[src/rtl/io_map_pkg.sv]
// IO page map shared by the SoC IO peripherals.
// Word-address bits, UART status bits and UART TX FSM encoding.
package io_map_pkg;

  localparam int IO_LEDS_BIT         = 0;
  localparam int IO_SEG0_BIT         = 1;
  localparam int IO_SEG1_BIT         = 2;
  localparam int IO_UART_DATA_BIT    = 3;
  localparam int IO_UART_STATUS_BIT  = 4;

  localparam int ST_FULL_BIT = 0;
  localparam int ST_BUSY_BIT = 1;
  localparam int ST_OVF_BIT  = 2;

  typedef enum logic [3:0] {
    TX_IDLE  = 4'b0001,
    TX_START = 4'b0010,
    TX_DATA  = 4'b0100,
    TX_STOP  = 4'b1000
  } tx_state_t;

  // Pack the UART status flags into the 32-bit read word
  function automatic logic [31:0] status_word(
    input logic i_full,
    input logic i_busy,
    input logic i_ovf
  );
    logic [31:0] v;
    v = '0;
    v[ST_FULL_BIT] = i_full;
    v[ST_BUSY_BIT] = i_busy;
    v[ST_OVF_BIT]  = i_ovf;
    return v;
  endfunction

endpackage

[src/rtl/byte_fifo.sv]
// Small synchronous FIFO with first-word fall-through output.
// A push while full is taken when a pop happens in the same cycle.
module byte_fifo #(
  parameter int WIDTH = 8,
  parameter int DEPTH = 8
) (
  input  logic                   clk,
  input  logic                   reset,
  input  logic                   push,
  input  logic                   pop,
  input  logic [WIDTH-1:0]       din,
  output logic [WIDTH-1:0]       dout,
  output logic                   full,
  output logic                   empty,
  output logic [$clog2(DEPTH):0] count
);

  localparam int AW = $clog2(DEPTH);
  localparam logic [AW:0] FULL_CNT = (AW+1)'(DEPTH);

  logic [WIDTH-1:0] r_mem [DEPTH];
  logic [AW-1:0]    r_wr_ptr;
  logic [AW-1:0]    r_rd_ptr;
  logic [AW:0]      r_count;
  logic             w_do_pop;
  logic             w_do_push;

  assign empty     = (r_count == '0);
  assign full      = (r_count == FULL_CNT);
  assign count     = r_count;
  assign dout      = r_mem[r_rd_ptr];
  assign w_do_pop  = pop & ~empty;
  assign w_do_push = push & (~full | w_do_pop);

  // Pointers wrap naturally since DEPTH is a power of two
  always_ff @(posedge clk or posedge reset) begin
    if (reset) begin
      r_wr_ptr <= '0;
      r_rd_ptr <= '0;
      r_count  <= '0;
    end else begin
      if (w_do_push) r_wr_ptr <= r_wr_ptr + AW'(1);
      if (w_do_pop)  r_rd_ptr <= r_rd_ptr + AW'(1);
      case ({w_do_push, w_do_pop})
        2'b10:   r_count <= r_count + (AW+1)'(1);
        2'b01:   r_count <= r_count - (AW+1)'(1);
        default: r_count <= r_count;
      endcase
    end
  end

  // Storage needs no reset; occupancy is tracked by the counter
  always_ff @(posedge clk) begin
    if (w_do_push) r_mem[r_wr_ptr] <= din;
  end

endmodule

[src/rtl/uart_tx_io.sv]
// Memory-mapped 8N1 UART transmitter on the IO page.
// DATA write queues a byte; STATUS read gives full/busy/overflow.
module uart_tx_io
  import io_map_pkg::*;
#(
  parameter int CLK_HZ     = 12_000_000,
  parameter int BAUD       = 115_200,
  parameter int FIFO_DEPTH = 8
) (
  input  logic        clk,
  input  logic        reset,
  input  logic        io_sel,
  input  logic [4:0]  io_word_addr,
  input  logic [7:0]  mem_wdata,
  input  logic        mem_wstrb,
  input  logic        mem_rstrb,
  output logic [31:0] io_rdata,
  output logic        tx,
  output logic        irq_empty
);

  localparam int DIV = CLK_HZ / BAUD;
  localparam int BW  = (DIV > 1) ? $clog2(DIV) : 1;
  localparam int CW  = $clog2(FIFO_DEPTH) + 1;
  localparam logic [BW-1:0] BAUD_LAST = BW'(DIV - 1);

  tx_state_t   r_state;
  tx_state_t   w_state_nx;
  logic [BW-1:0] r_baud;
  logic [BW-1:0] w_baud_nx;
  logic [2:0]  r_bit;
  logic [2:0]  w_bit_nx;
  logic [7:0]  r_shift;
  logic [7:0]  w_shift_nx;
  logic        r_tx;
  logic        w_tx_nx;
  logic        r_ovf;
  logic        r_irq;
  logic [31:0] r_rdata;

  logic        w_push_req;
  logic        w_push;
  logic        w_pop;
  logic        w_ovf_evt;
  logic        w_st_rd;
  logic        w_busy;
  logic        w_baud_end;
  logic        w_full;
  logic        w_empty;
  logic [7:0]  w_dout;
  logic [CW-1:0] w_count;
  logic [31:0] w_status;
  logic [31:0] w_rd_word;

  assign w_push_req = io_sel & mem_wstrb &
                      io_word_addr[IO_UART_DATA_BIT];
  assign w_push     = w_push_req & (~w_full | w_pop);
  assign w_ovf_evt  = w_push_req & w_full & ~w_pop;
  assign w_st_rd    = io_sel & mem_rstrb &
                      io_word_addr[IO_UART_STATUS_BIT];
  assign w_busy     = (w_count != '0) | (r_state != TX_IDLE);
  assign w_baud_end = (r_baud == BAUD_LAST);
  assign w_status   = status_word(w_full, w_busy,
                                  r_ovf | w_ovf_evt);

  assign io_rdata  = r_rdata;
  assign tx        = r_tx;
  assign irq_empty = r_irq;

  byte_fifo #(
    .WIDTH (8),
    .DEPTH (FIFO_DEPTH)
  ) u_fifo (
    .clk   (clk),
    .reset (reset),
    .push  (w_push),
    .pop   (w_pop),
    .din   (mem_wdata),
    .dout  (w_dout),
    .full  (w_full),
    .empty (w_empty),
    .count (w_count)
  );

  // Read word select; STATUS wins if several bits are set
  always_comb begin
    w_rd_word = '0;
    priority case (1'b1)
      io_word_addr[IO_UART_STATUS_BIT]: w_rd_word = w_status;
      io_word_addr[IO_UART_DATA_BIT]:   w_rd_word = '0;
      io_word_addr[IO_LEDS_BIT]:        w_rd_word = '0;
      io_word_addr[IO_SEG0_BIT]:        w_rd_word = '0;
      io_word_addr[IO_SEG1_BIT]:        w_rd_word = '0;
      default:                          w_rd_word = '0;
    endcase
  end

  // TX next state, baud/bit counters, shifter and line value
  always_comb begin
    w_state_nx = r_state;
    w_baud_nx  = r_baud;
    w_bit_nx   = r_bit;
    w_shift_nx = r_shift;
    w_pop      = 1'b0;
    unique case (r_state)
      TX_IDLE: begin
        if (!w_empty) begin
          w_pop      = 1'b1;
          w_shift_nx = w_dout;
          w_baud_nx  = '0;
          w_bit_nx   = '0;
          w_state_nx = TX_START;
        end
      end
      TX_START: begin
        if (w_baud_end) begin
          w_baud_nx  = '0;
          w_state_nx = TX_DATA;
        end else begin
          w_baud_nx = r_baud + BW'(1);
        end
      end
      TX_DATA: begin
        if (w_baud_end) begin
          w_baud_nx  = '0;
          w_shift_nx = {1'b0, r_shift[7:1]};
          w_bit_nx   = r_bit + 3'd1;
          if (r_bit == 3'd7) w_state_nx = TX_STOP;
        end else begin
          w_baud_nx = r_baud + BW'(1);
        end
      end
      TX_STOP: begin
        if (w_baud_end) begin
          w_baud_nx = '0;
          if (!w_empty) begin
            w_pop      = 1'b1;
            w_shift_nx = w_dout;
            w_bit_nx   = '0;
            w_state_nx = TX_START;
          end else begin
            w_state_nx = TX_IDLE;
          end
        end else begin
          w_baud_nx = r_baud + BW'(1);
        end
      end
      default: w_state_nx = TX_IDLE;
    endcase
    w_tx_nx = 1'b1;
    if (w_state_nx == TX_START) w_tx_nx = 1'b0;
    if (w_state_nx == TX_DATA)  w_tx_nx = w_shift_nx[0];
  end

  // TX state registers; line value registered with the state
  always_ff @(posedge clk or posedge reset) begin
    if (reset) begin
      r_state <= TX_IDLE;
      r_baud  <= '0;
      r_bit   <= '0;
      r_shift <= '0;
      r_tx    <= 1'b1;
    end else begin
      r_state <= w_state_nx;
      r_baud  <= w_baud_nx;
      r_bit   <= w_bit_nx;
      r_shift <= w_shift_nx;
      r_tx    <= w_tx_nx;
    end
  end

  // Sticky overflow, cleared by STATUS read unless set again
  always_ff @(posedge clk or posedge reset) begin
    if (reset)          r_ovf <= 1'b0;
    else if (w_ovf_evt) r_ovf <= 1'b1;
    else if (w_st_rd)   r_ovf <= 1'b0;
  end

  // Registered read data and empty interrupt
  always_ff @(posedge clk or posedge reset) begin
    if (reset) begin
      r_rdata <= '0;
      r_irq   <= 1'b1;
    end else begin
      if (io_sel & mem_rstrb) r_rdata <= w_rd_word;
      r_irq <= w_empty & (r_state == TX_IDLE);
    end
  end

endmodule

[config.mk]
export PLATFORM = sky130hd
export DESIGN_NAME = uart_tx_io
export DESIGN_NICKNAME = d
export VERILOG_FILES = /design/src/rtl/io_map_pkg.sv /design/src/rtl/byte_fifo.sv /design/src/rtl/uart_tx_io.sv
export SDC_FILE = /design/constraint.sdc
export NUM_CORES = 1
export LEC_CHECK = 0
export BUFFER_PORTS_ARGS = -buffer_cell sky130_fd_sc_hd__buf_2
export CORE_ASPECT_RATIO = 1.2
export CORE_UTILIZATION = 30
export DETAILED_ROUTE_END_ITERATION = 12
export SYNTH_ARGS = -nofsm -noshare
export SYNTH_HDL_FRONTEND = slang
export SYNTH_SLANG_ARGS = --single-unit
[constraint.sdc]
create_clock -name clk -period 8.4 [get_ports clk]
set_input_delay 1.26 -clock clk [delete_from_list [all_inputs] [get_ports clk]]
set_output_delay 1.26 -clock clk [all_outputs]
set_load 0.005 [all_outputs]
* Word level (Yosys, flattened, before mapping)
Memory sizes are Yosys's and may differ from the RTL's.
Cells that the tools add are included.
** Storage, ports and cells
- Flip-flop bits (word level) :: 67
- Bits in writable memories :: 64
- Input port bits :: 18
- Memories kept :: 1
** Operators by class
- Add/subtract/negate cells :: 6
- Equality and inequality tests :: 15
- Mux-type cells :: 29
- Bitwise gates (word level) :: 17
- Reductions and logical operators :: 9
** Memory list
- u_fifo.r_mem :: words 8, bits a word 8, read ports 1, clocked after Yosys merged registers in 0, write ports 1, RTL line byte_fifo.sv:21 : logic [WIDTH-1:0] r_mem [DEPTH];
** Operator list (number)
- 8-bit two-way mux :: 3
- 8-bit case mux with 3 select lines :: 1
- 4-bit two-way mux :: 5
- 4-bit case mux with 4 select lines :: 1
- 7-bit two-way mux :: 2
- 7-bit case mux with 2 select lines :: 1
- 3-bit two-way mux :: 4
- 1-bit bitwise AND :: 10
- 3-bit by 1-bit adder with 3-bit output, second input constant :: 3
- 3-bit case mux with 3 select lines :: 1
- 4-bit by 2-bit == test with 1-bit output, second input constant :: 2
- 4-bit by 3-bit == test with 1-bit output, second input constant :: 2
- 4-bit == test, second input constant :: 2
- 1-bit two-way mux :: 8
- 4-bit case mux with 2 select lines :: 1
- 7-bit by 1-bit adder with 7-bit output, second input constant :: 1
- 7-bit == test, second input constant :: 1
- 2-bit inequality test, second input constant :: 3
- 2-bit nonzero test :: 3
- 4-bit by 1-bit adder with 4-bit output, second input constant :: 1
- 4-bit by 1-bit == test with 1-bit output, second input constant :: 1
- 4-bit zero test :: 1
- 4-bit by 1-bit inequality test with 1-bit output, second input constant :: 1
- 1-bit OR :: 4
- other kinds (12) :: 14

* Longest topological paths before layout
Gate-level depths: netlist of the first run.
- Word-level depth :: 9
- Depth in mapped cells :: 13
- Depth with buffers taken out :: 12

* Cells and area by module
From an unflattened synthesis of the first run, not the netlist that was laid out.
** Second synthesis, totals
- Cell total of the unflattened synthesis :: 342
- Area, all modules :: 4868.4 um2
** Modules (own cells, without submodules)
- byte_fifo :: times used 1, cells an instance 165, area each 3135.5 um2, seq. area each 2172.1 um2
- uart_tx_io :: times used 1, cells an instance 177, area each 1732.9 um2, seq. area each 704.4 um2

* Worst setup path after synthesis of the first run
No wires, ideal clock.
- Path kind :: input port to flip-flop
- From :: in io_word_addr[3]
- To :: mem u_fifo.r_mem[0][0] (enable)
- Data arrival time :: 2.511 ns
- Slack :: 5.495 ns
- Cell stages on the path :: 4
- Path buffers :: 0
- Path through :: nand3_1 -> a31oi_4 -> inv_2 -> nor4_1
** Between the ends
- Longest elaborated chain between the ends :: 5
** RTL lines
- start: declaration :: RTL line uart_tx_io.sv:13 : input logic [4:0] io_word_addr,
- 1-bit bitwise AND :: RTL line uart_tx_io.sv:55 : assign w_push_req = io_sel & mem_wstrb &
- 1-bit bitwise AND :: RTL line uart_tx_io.sv:57 : assign w_push = w_push_req & (~w_full | w_pop);
- 1-bit bitwise AND :: RTL line byte_fifo.sv:33 : assign w_do_push = push & (~full | w_do_pop);
- 1-bit two-way mux :: RTL line byte_fifo.sv:54 : if (w_do_push) r_mem[r_wr_ptr] <= din;
- 1-bit two-way mux (implied by the code) :: RTL line byte_fifo.sv:54
- end: declaration :: RTL line byte_fifo.sv:21
Every way passes these cells.

* Worst setup path after layout of the first run
- From :: reg r_state[1]
- To :: reg u_fifo.r_count[3] (netlist: u_fifo.count[3])
** Between the ends
- Longest elaborated chain between the ends :: 7
- Elaborated cells between the ends (all ways) :: 12
** RTL lines
- start: declaration :: RTL line uart_tx_io.sv:27 : tx_state_t r_state;
- start signal: assignment :: RTL line uart_tx_io.sv:164 : r_state <= w_state_nx;
- 4-bit == test / 4-bit by 1-bit == test with 1-bit output (equally long branches) :: RTL line uart_tx_io.sv:105 : unique case (r_state)
- 1-bit case mux with 2 select lines * :: RTL line uart_tx_io.sv:105
- 1-bit bitwise AND * :: RTL line byte_fifo.sv:32 : assign w_do_pop = pop & ~empty;
- via u_fifo.w_do_pop :: RTL line byte_fifo.sv:25 : logic w_do_pop;
- 1-bit OR :: RTL line byte_fifo.sv:33
- 1-bit bitwise AND :: RTL line byte_fifo.sv:33
- 2-bit by 1-bit == test with 1-bit output / 2-bit == test (equally long branches) :: RTL line byte_fifo.sv:44 : case ({w_do_push, w_do_pop})
- 4-bit case mux with 2 select lines / 2-bit nonzero test (equally long branches)
- end signal: assignment :: RTL line byte_fifo.sv:45 : 2'b10: r_count <= r_count + (AW+1)'(1);
- end signal: assignment :: RTL line byte_fifo.sv:46 : 2'b01: r_count <= r_count - (AW+1)'(1);
- end signal: assignment :: RTL line byte_fifo.sv:47 : default: r_count <= r_count;
- end: declaration :: RTL line byte_fifo.sv:24 : logic [AW:0] r_count;
Mark *: on every way through the listed nets, which the timed path passes. The rest lies on a longest branch.
A chain may end at the register's enable or synchronous reset.

==> results of run 1 <==
[layer usage]
| layer | up-vias | wire [µm] |
|---|---|---|
| met3 | 12 | 248 |
| li1 | 1300 | - |
| met5 | - | 0 |
| met4 | 0 | 190 |
| met2 | 79 | 4390 |
| met1 | 1402 | 3786 |
[through the flow]
step           cells  utilization [%]  setup slack [ns]  area (µm²)  total power [mW]
2_1_floorplan    375                -             5.495        4880             1.097
3_3_place_gp     564            32.20             5.271        5016             1.191
3_5_place_dp     564            32.20             5.199        5016             1.209
4_1_cts          580            34.10             5.177        5313             1.622
5_1_grt          580            34.10             4.913        5313             1.705
6_report         580            34.10             5.206        5313             1.604
[cells in the mapped netlist, types with 2 or more instances]
library cell  number
clkbuf_1           4
nor4_1             2
edfxtp_1          64
nor3b_1            3
a221o_1            2
buf_1              2
ha_1               8
nand2b_1           4
a21oi_1           13
or4_1              2
dfrtp_1           35
or3_2              2
or4b_1             2
buf_4             30
a211oi_1           2
nand2_1           31
o31ai_1            6
a31oi_1            3
dfstp_2            3
inv_1              4
mux2i_1            6
nand3_1            6
xor2_1             6
nor4b_2            3
and3_1             2
a32oi_1            3
mux4_2            16
o21ai_0           23
xnor2_1            3
buf_2              6
mux2_2             7
nand4_1            3
nor2_1             8
nor3_1             9
[path summary, 6_finish.rpt]
path                            start  slack [ns]  cells after the start         endpoint
max in group asynchronous       reset        7.00                      3               tx
max reg2reg                r_state[1]        5.21                      8  u_fifo.count[3]
min                             r_ovf        0.48                      2            r_ovf
max                        r_state[1]        5.21                      8  u_fifo.count[3]
min reg2reg                     r_ovf        0.48                      2            r_ovf
min in group asynchronous       reset        1.01                      3      io_rdata[2]
[kinds of logic after synthesis]
logic type	after synthesis	share of synthesized area [%]
compound gates	63	8.648
buf+inv	48	6.315
flops	102	60.25
simple gates	86	10.17
fa+ha+maj	8	2.097
mux	29	10.46
other cells	1	0.07854
xor+xnor	10	1.992
[critical path: cells and delay by family (launching register included)]
| family | cells | cell delay [ns] |
|---|---|---|
| compound gates | 3 | 0.63 |
| flops | 1 | 0.54 |
| fa+ha+maj | 1 | 0.33 |
| xor+xnor | 1 | 0.16 |
| simple gates | 3 | 1.46 |
[registers in the layout (all words and copies together) (netlist names)]
name,count
r_ovf,1
u_fifo.count,4
u_fifo.r_rd_ptr,3
u_fifo.r_wr_ptr,3
io_rdata,3
r_shift,8
tx,1
r_bit,3
r_state,4
r_baud,7
irq_empty,1
u_fifo.r_mem,64
[report_power, final]
| part | switching, mW | internal, mW |
|---|---|---|
| sequential | 0.133 | 0.614 |
| combinational | 0.212 | 0.233 |
| clock | 0.181 | 0.232 |
| total | 0.526 | 1.08 |
[layout make-up]
cell class                      count  area, µm²  share of cell area [%]
Inverter                            5      18.77                  0.3533
Tap cell                          208      260.3                   4.899
Timing Repair Buffer               24      132.6                   2.496
Multi-Input combinational cell    225       1728                   32.52
Sequential cell                   102       2877                   54.15
Clock inverter                      7      71.32                   1.342
Clock buffer                        9      225.2                   4.239
==> flow_metrics.py, run 1 <==
metrics = {
    "outcome": {
        "status": "completed",
    },
    "clock_tree": {
        "ctsResizeCount": 0,
        "cts_tree": "built",
        "clk_pin_slew_ns": 0.07,
        "cts.sinks": 102,
        "hold_buffers": 0,
        "clk_root_buffer_cell": "clkbuf_16",
        "htree_levels": 3,
        "clk_latency_ns": 0.34,
        "cts_buffer_depth": 2,
        "numCtsBuffers": 9,
        "post-cts-setup-buffers": 0,
    },
    "logic_synthesis": {
        "ys_seq_area_share_pct": 60.25,
        "synth_area_leader_cell": "edfxtp_1",
        "synth_area_um2": 4775,
        "syn_area_per_cell_um2": 13.76,
        "ys_ff_latch": 102,
        "synth_ff_type": "edfxtp_1",
        "yosysUniqueCellTypes": 58,
        "synth.area.top_cells": "edfxtp_1, dfrtp_1, mux4_2",
        "ys_async_sr_fraction_pct": 37.25,
        "synthCells": 347,
        "synth-edff-count": 64,
        "synth_warnings": 0,
        "synth_top_area_share_pct": 40.25,
    },
    "worst_setup_path": {
        "path_class": "flop to flop",
        "cpMaxStageDelayCell": "nor4b_2",
        "worstPathMaxFanout": 15,
        "required_ns": 8.67,
        "path_cells": "nor4b_2, a31oi_2, nor2_2, ha_1, nor4bb_1, a211oi_1, a211oi_1, xor2_1",
        "end_kind": "flop",
        "critPathArrivalTime_ns": 3.47,
        "start_kind": "flop",
        "cp_common_cell": "a211oi_1",
        "slowest_delay_ns": 0.64,
    },
    "global_routing": {
        "use_met1_pct": 14.57,
        "grt_pass1_vias": 2724,
        "top_usage_layer": "met2",
        "track_usage_pct": 11.48,
        "antenna_found_initial": 0,
        "met2_usage_pct": 19.01,
        "use_met3_pct": 1.817,
        "grt_overflow": 0,
        "grt_max_degree": 39,
        "grt_pass1_wl_mm": 14.21,
    },
    "routing": {
        "vias_per_cell": 4.816,
        "ant_nets": 0,
        "drt-pass1-iter-count": 4,
        "drt_iter0_markers": 77,
        "via_count": 2793,
        "drc": 0,
        "finalWirelength_mm": 8.615,
        "drt-wirelength-per-cell_um": 14.85,
    },
    "placement": {
        "portBuffers": 19,
        "dpl.hpwl_mm": 5.849,
        "gp_congestion": 0.7523,
    },
    "timing": {
        "skew_ns": 0.009305,
        "setup_violations": 0,
        "tns_ns": 0,
        "layout_min_cycle_time_ns": 3.194,
        "timing.final.hold_violations": 0,
        "slew_viol_final": 0,
        "fin_hold_ws_ns": 0.4796,
        "fin_crit_sh_pct": 38.02,
        "max_freq_mhz": 313.1,
        "grt_setup_unrepaired": "false",
        "tightest_slew_ns": 1.094,
        "max_slew_margin_pct": 27.05,
    },
    "power": {
        "powerDensity_nw_per_um2": 301.9,
        "max-vdd-ir-drop_v": 0.0001419,
        "p_leak_nw": 1.955,
    },
    "final_layout": {
        "nets": 393,
        "layout-area-overhead-vs-synth_pct": 11.27,
        "mostFrequentLayoutCells": "edfxtp_1, dfrtp_1, nand2_1",
        "drive_above_1_share_pct": 22.04,
        "layout_commonest_cell": "edfxtp_1",
        "nFillCells": 1510,
        "antenna_cells": 0,
    },
    "floorplan": {
        "die_area_um2": 16430,
        "initial_utilization_pct": 30.65,
        "io-pin-count": 52,
        "die-width_um": 117.2,
        "rows": 50,
        "core_area_um2": 15580,
        "die_h_um": 140.2,
    },
    "run": {
        "maxCapViolCount": 0,
    },
    "worst_hold_path": {
        "hold_class": "flop to flop",
    },
}
No activity file was read; power rests on OpenSTA's default activity.
==> inputs of run 2 (changes only) <==
- ABC_AREA: unset -> 1
- clock period: 8.4 -> 3 ns (I/O delays scaled with it)
==> flow_metrics.py, run 2 <==
metrics = {
    "outcome": {
        "status": "completed",
    },
    "floorplan": {
        "initial_utilization_pct": 31.00,
        "core_area_um2": 15700,
        "die_area_um2": 16740,
        "rows": 50,
        "die_h_um": 141.6,
        "die-width_um": 118.3,
        "io-pin-count": 52,
    },
    "routing": {
        "drt-wirelength-per-cell_um": 13.42,
        "ant_nets": 0,
        "finalWirelength_mm": 9.934,
        "drc": 0,
        "drt-pass1-iter-count": 4,
        "vias_per_cell": 4.519,
        "via_count": 3344,
        "drt_iter0_markers": 191,
    },
    "worst_setup_path": {
        "required_ns": 3.22,
        "critPathArrivalTime_ns": 2.78,
        "start_kind": "flop",
        "path_class": "flop to flop",
        "worstPathMaxFanout": 10,
        "end_kind": "flop",
    },
    "power": {
        "pwr-share-seq_pct": 53.5,
        "p_switching_uw": 817.2,
        "intPower_mw": 2.264,
        "p_sw_share_pct": 26.52,
        "max-vdd-ir-drop_v": 0.0003437,
        "p_comb_share_pct": 9.9,
        "p_total_mw": 3.081,
        "clkPwrFrac_pct": 36.6,
        "powerDensity_nw_per_um2": 566.7,
        "p_leak_nw": 2.368,
    },
    "global_routing": {
        "grt_max_degree": 35,
        "grt_pass1_wl_mm": 16.14,
        "grt_pass1_vias": 3241,
        "antenna_found_initial": 0,
        "grt_overflow": 0,
        "track_usage_pct": 12.52,
    },
    "clock_tree": {
        "cts_tree": "built",
        "clk_root_buffer_cell": "clkbuf_16",
        "htree_levels": 3,
        "post-cts-setup-buffers": 0,
        "clk_latency_ns": 0.35,
        "hold_buffers": 0,
        "cts.sinks": 102,
        "ctsResizeCount": 0,
        "clk_pin_slew_ns": 0.07,
        "numCtsBuffers": 9,
        "cts_buffer_depth": 2,
    },
    "timing": {
        "tightest_slew_ns": 0.8509,
        "tns_ns": 0,
        "layout_min_cycle_time_ns": 2.562,
        "max_slew_margin_pct": 43.21,
        "slew_viol_final": 0,
        "fin_hold_ws_ns": 0.1653,
        "skew_ns": 0.009515,
        "fin_crit_sh_pct": 85.42,
        "setup_violations": 0,
        "max_freq_mhz": 390.2,
        "grt_setup_unrepaired": "false",
        "timing.final.hold_violations": 0,
    },
    "logic_synthesis": {
        "synth-edff-count": 64,
        "synth.most_common_cell": "nand2_1",
        "synth_warnings": 0,
        "synth_xor_area_share_pct": 1.799,
        "synthCells": 498,
        "muxShareOfSynthArea_pct": 0,
        "synth_area_leader_cell": "edfxtp_1",
        "synth_compound_area_share_pct": 5.911,
        "synth.area.top_cells": "edfxtp_1, dfrtp_1, nand2_1",
        "synth_ff_type": "edfxtp_1",
        "yosysUniqueCellTypes": 32,
        "yosys.area_share.simple_pct": 22.51,
        "ys_seq_area_share_pct": 59.09,
        "syn_area_per_cell_um2": 9.776,
        "synth_area_um2": 4868,
        "ys_async_sr_fraction_pct": 37.25,
        "ys_ff_latch": 102,
        "synthAdderAreaFrac_pct": 2.056,
        "synthTopCellsByCount": "nand2_1, nor2_1, edfxtp_1",
        "synth_top_family_by_area": "simple AND/OR/NAND/NOR gates",
        "synth_top_area_share_pct": 39.48,
    },
    "final_layout": {
        "nFillCells": 1601,
        "layout-area-overhead-vs-synth_pct": 11.67,
        "regMostFlops": "u_fifo.r_mem",
        "seq_area_um2": 2877,
        "antenna_cells": 0,
        "top_regs": "u_fifo.r_mem x64, r_shift x8, r_baud x7",
        "largest_reg_flops": 64,
        "multi_input_area_um2": 1680,
        "nets": 553,
        "layout_commonest_cell": "nand2_1",
        "drive_above_1_share_pct": 13.72,
        "mostFrequentLayoutCells": "nand2_1, nor2_1, edfxtp_1",
    },
    "run": {
        "maxCapViolCount": 0,
    },
    "placement": {
        "gp_congestion": 0.8052,
        "dpl.hpwl_mm": 6.663,
        "portBuffers": 19,
    },
    "worst_hold_path": {
        "hold_class": "input pin to async pin",
    },
}
==> run 2: cell types whose count changed in the layout (fill, tap and decap cells not counted), sizes merged, moves of 4 or more <==
cell    delta
nand2     +75
nor2      +72
nand3     +42
inv       +34
mux4      -16
o21ai     +12
a21oi      -8
nor3       -8
mux2       -7
buf        +6
mux2i      -6
a31oi      -5
nand2b     -4
nor4b      -4
==> run 2: layer usage <==
layer | global-route usage, % | vias up | part of all wire (%)
met5 | 0 | - | 0
met4 | 5.533 | 0 | 2.7
met3 | 2.814 | 19 | 4.1
met2 | 22.32 | 84 | 51
met1 | 14.32 | 1586 | 42
li1 | - | 1655 | -
==> run 2: worst max-delay path: stages, from the launching register on <==
cell and delay (ns):
dfrtp_1 0.41, ha_1 0.27, nand2_2 0.11, nor2_4 0.14
nand2_4 0.11, nand2_4 0.11, nand2_4 0.07, nand2_2 0.09
nand2_4 0.08, ha_1 0.26, xor2_1 0.18, ha_1 0.20
a21oi_1 0.16, xor2_1 0.16, o21ai_0 0.08
==> run 2: path summary, 6_finish.rpt <==
kind | from | end | cells after the start | slack [ns]
setup / recovery | r_baud[0] | u_fifo.count[2] | 14 | 0.44
hold / removal | reset | r_baud[3] | 2 | 0.17
setup reg to reg | r_baud[0] | u_fifo.count[2] | 14 | 0.44
hold reg to reg | io_rdata[2] | io_rdata[2] | 2 | 0.49
max in group asynchronous | reset | r_state[0] | 3 | 2.05
min in group clk | mem_wdata[6] | u_fifo.r_mem[6][6] | 1 | 0.36
==> run 2: cell type report <==
| type | instances | area share (%) |
|---|---|---|
| clock buffer | 9 | 4.143 |
| timing repair buffer | 30 | 3.268 |
| sequential | 102 | 52.91 |
| inverter | 40 | 2.762 |
| multi-input combinational | 344 | 30.91 |
| tap | 208 | 4.787 |
| clock inverter | 7 | 1.220 |
==> run 2: cell families after synthesis <==
kind of cell,count (synthesis)
and+or+nand+nor,245
other,1
DFF,102
adders and majority gates,8
xor gates and xnor gates,10
buffers and inverters,80
AOI/OAI and AO/OA,52
==> run 2: through the flow <==
| step | setup slack (ns) | utilization, % | instance area (µm²) | cells |
|---|---|---|---|---|
| 2_1_floorplan | 0.7553 | - | 4974 | 526 |
| 3_3_place_gp | 0.5483 | 32.76 | 5145 | 724 |
| 3_5_place_dp | 0.4376 | 32.76 | 5145 | 724 |
| 4_1_cts | 0.4367 | 34.62 | 5436 | 740 |
| 5_1_grt | 0.2343 | 34.62 | 5436 | 740 |
| 6_report | 0.4375 | 34.62 | 5436 | 740 |
==> run 2: power groups by stage <==
stage               registers, mW  logic (mW)  clock network [mW]
finish                       1.65       0.304                1.13
global route                 1.66       0.342                1.20
CTS                          1.65       0.306                1.16
detailed placement           1.67       0.306                   0
global placement             1.67       0.293                   0
floorplan                    1.66       0.247                   0
==> inputs of run 3 (changes only) <==
- BUFFER_PORTS_ARGS: -buffer_cell sky130_fd_sc_hd__buf_2 -> -buffer_cell sky130_fd_sc_hd__buf_4
==> flow_metrics.py, run 3 (same netlist as run 2, synthesis figures left out) <==
metrics = {
    "outcome": {
        "status": "completed",
    },
    "global_routing": {
        "grt_pass1_wl_mm": 15.86,
        "grt_overflow": 0,
        "antenna_found_initial": 0,
        "grt_max_degree": 35,
        "track_usage_pct": 12.23,
        "grt_pass1_vias": 3242,
    },
    "worst_setup_path": {
        "end_kind": "flop",
        "worstPathMaxFanout": 9,
        "critPathArrivalTime_ns": 2.82,
        "path_class": "flop to flop",
        "r2r_cells": 11,
        "start_kind": "flop",
        "required_ns": 3.26,
    },
    "timing": {
        "tightest_slew_ns": 0.8808,
        "layout_min_cycle_time_ns": 2.555,
        "fin_hold_ws_ns": 0.1777,
        "slew_viol_final": 0,
        "grt_setup_unrepaired": "false",
        "setup_violations": 0,
        "skew_ns": 0.007111,
        "tns_ns": 0,
        "fin_crit_sh_pct": 85.18,
        "max_freq_mhz": 391.3,
        "timing.final.hold_violations": 0,
        "max_slew_margin_pct": 41.22,
    },
    "floorplan": {
        "core_area_um2": 15700,
        "die_h_um": 141.6,
        "io-pin-count": 52,
        "rows": 50,
        "die_area_um2": 16740,
        "die-width_um": 118.3,
        "initial_utilization_pct": 31.00,
    },
    "final_layout": {
        "largest_reg_flops": 64,
        "regMostFlops": "u_fifo.r_mem",
        "layout_commonest_cell": "nand2_1",
        "drive_above_1_share_pct": 13.53,
        "layout-area-overhead-vs-synth_pct": 12.93,
        "nets": 553,
        "antenna_cells": 0,
        "final_core_util_pct": 35.01,
        "mostFrequentLayoutCells": "nand2_1, nor2_1, edfxtp_1",
        "instances_no_fill": 740,
        "top_regs": "u_fifo.r_mem x64, r_shift x8, r_baud x7",
    },
    "power": {
        "powerDensity_nw_per_um2": 572.2,
        "max-vdd-ir-drop_v": 0.0003592,
        "p_total_mw": 3.146,
        "p_leak_nw": 2.382,
    },
    "routing": {
        "vias_per_cell": 4.551,
        "routed-wl-met3_um": 413,
        "drt-pass1-iter-count": 4,
        "dr.max_layer_used": "met4",
        "ant_nets": 0,
        "wl_met2_mm": 4.995,
        "drt-wirelength-per-cell_um": 13.14,
        "finalWirelength_mm": 9.724,
        "drc": 0,
        "drt-met1-wl_mm": 4.104,
        "via_count": 3368,
        "drt_iter0_markers": 195,
    },
    "clock_tree": {
        "ctsResizeCount": 0,
        "post-cts-setup-buffers": 0,
        "clk_latency_ns": 0.35,
        "clk_pin_slew_ns": 0.07,
        "cts.sinks": 102,
        "hold_buffers": 0,
        "numCtsBuffers": 9,
        "cts_buffer_depth": 2,
        "clk_root_buffer_cell": "clkbuf_16",
        "htree_levels": 3,
        "cts_tree": "built",
    },
    "placement": {
        "portBuffers": 19,
        "gp_congestion": 0.7725,
        "dpl.hpwl_mm": 6.620,
        "dp_cells": 724,
    },
    "worst_hold_path": {
        "hold_class": "input pin to async pin",
    },
    "run": {
        "maxCapViolCount": 0,
    },
}
[run 3: power by group]
group	switching [mW]	total (mW)	internal, mW
clock network	0.526	1.19	0.661
registers	0.0675	1.65	1.58
logic	0.200	0.311	0.111
[run 3: layout make-up]
cell class | count | area, µm²
Multi-Input combinational cell | 344 | 1680
Timing Repair Buffer | 30 | 225.2
Clock buffer | 10 | 229.0
Tap cell | 208 | 260.3
Fill cell | 1606 | 10200
Inverter | 40 | 150.1
Sequential cell | 102 | 2877
Clock inverter | 6 | 76.32
[run 3: final timing paths]
check / start / to / slack (ns)
min reg2reg: io_rdata[2] / io_rdata[2] / 0.49
max reg2reg: r_baud[0] / u_fifo.count[2] / 0.44
min in group clk: mem_wdata[6] / u_fifo.r_mem[1][6] / 0.33
max: r_baud[0] / u_fifo.count[2] / 0.44
max in group asynchronous: reset / r_state[0] / 2.03
min: reset / r_ovf / 0.18
[run 3: metal layers]
layer  up-vias  GRT usage, %
li1       1662             -
met1      1608         14.14
met2        83         21.52
met3        15         3.336
met4         0         4.723
met5         -             0
[run 3: metrics by stage]
| stage | worst slack, ns | instance area [µm²] |
|---|---|---|
| global placement | 0.5480 | 5192 |
| floorplan | 0.7553 | 4974 |
| finish | 0.4445 | 5498 |
| detailed placement | 0.4135 | 5192 |
| global route | 0.2707 | 5498 |
| CTS | 0.4013 | 5498 |
[run 3: worst max-delay path, stage by stage, from the launching register on]
cell and delay (ns):
dfrtp_1 0.41, ha_1 0.27, nand3_1 0.11, nor2_1 0.24, nand3_1 0.13, nand2_2 0.21, ha_1 0.27, xor2_1 0.26
ha_1 0.20, a21oi_1 0.05, xor2_1 0.16, o21ai_0 0.16
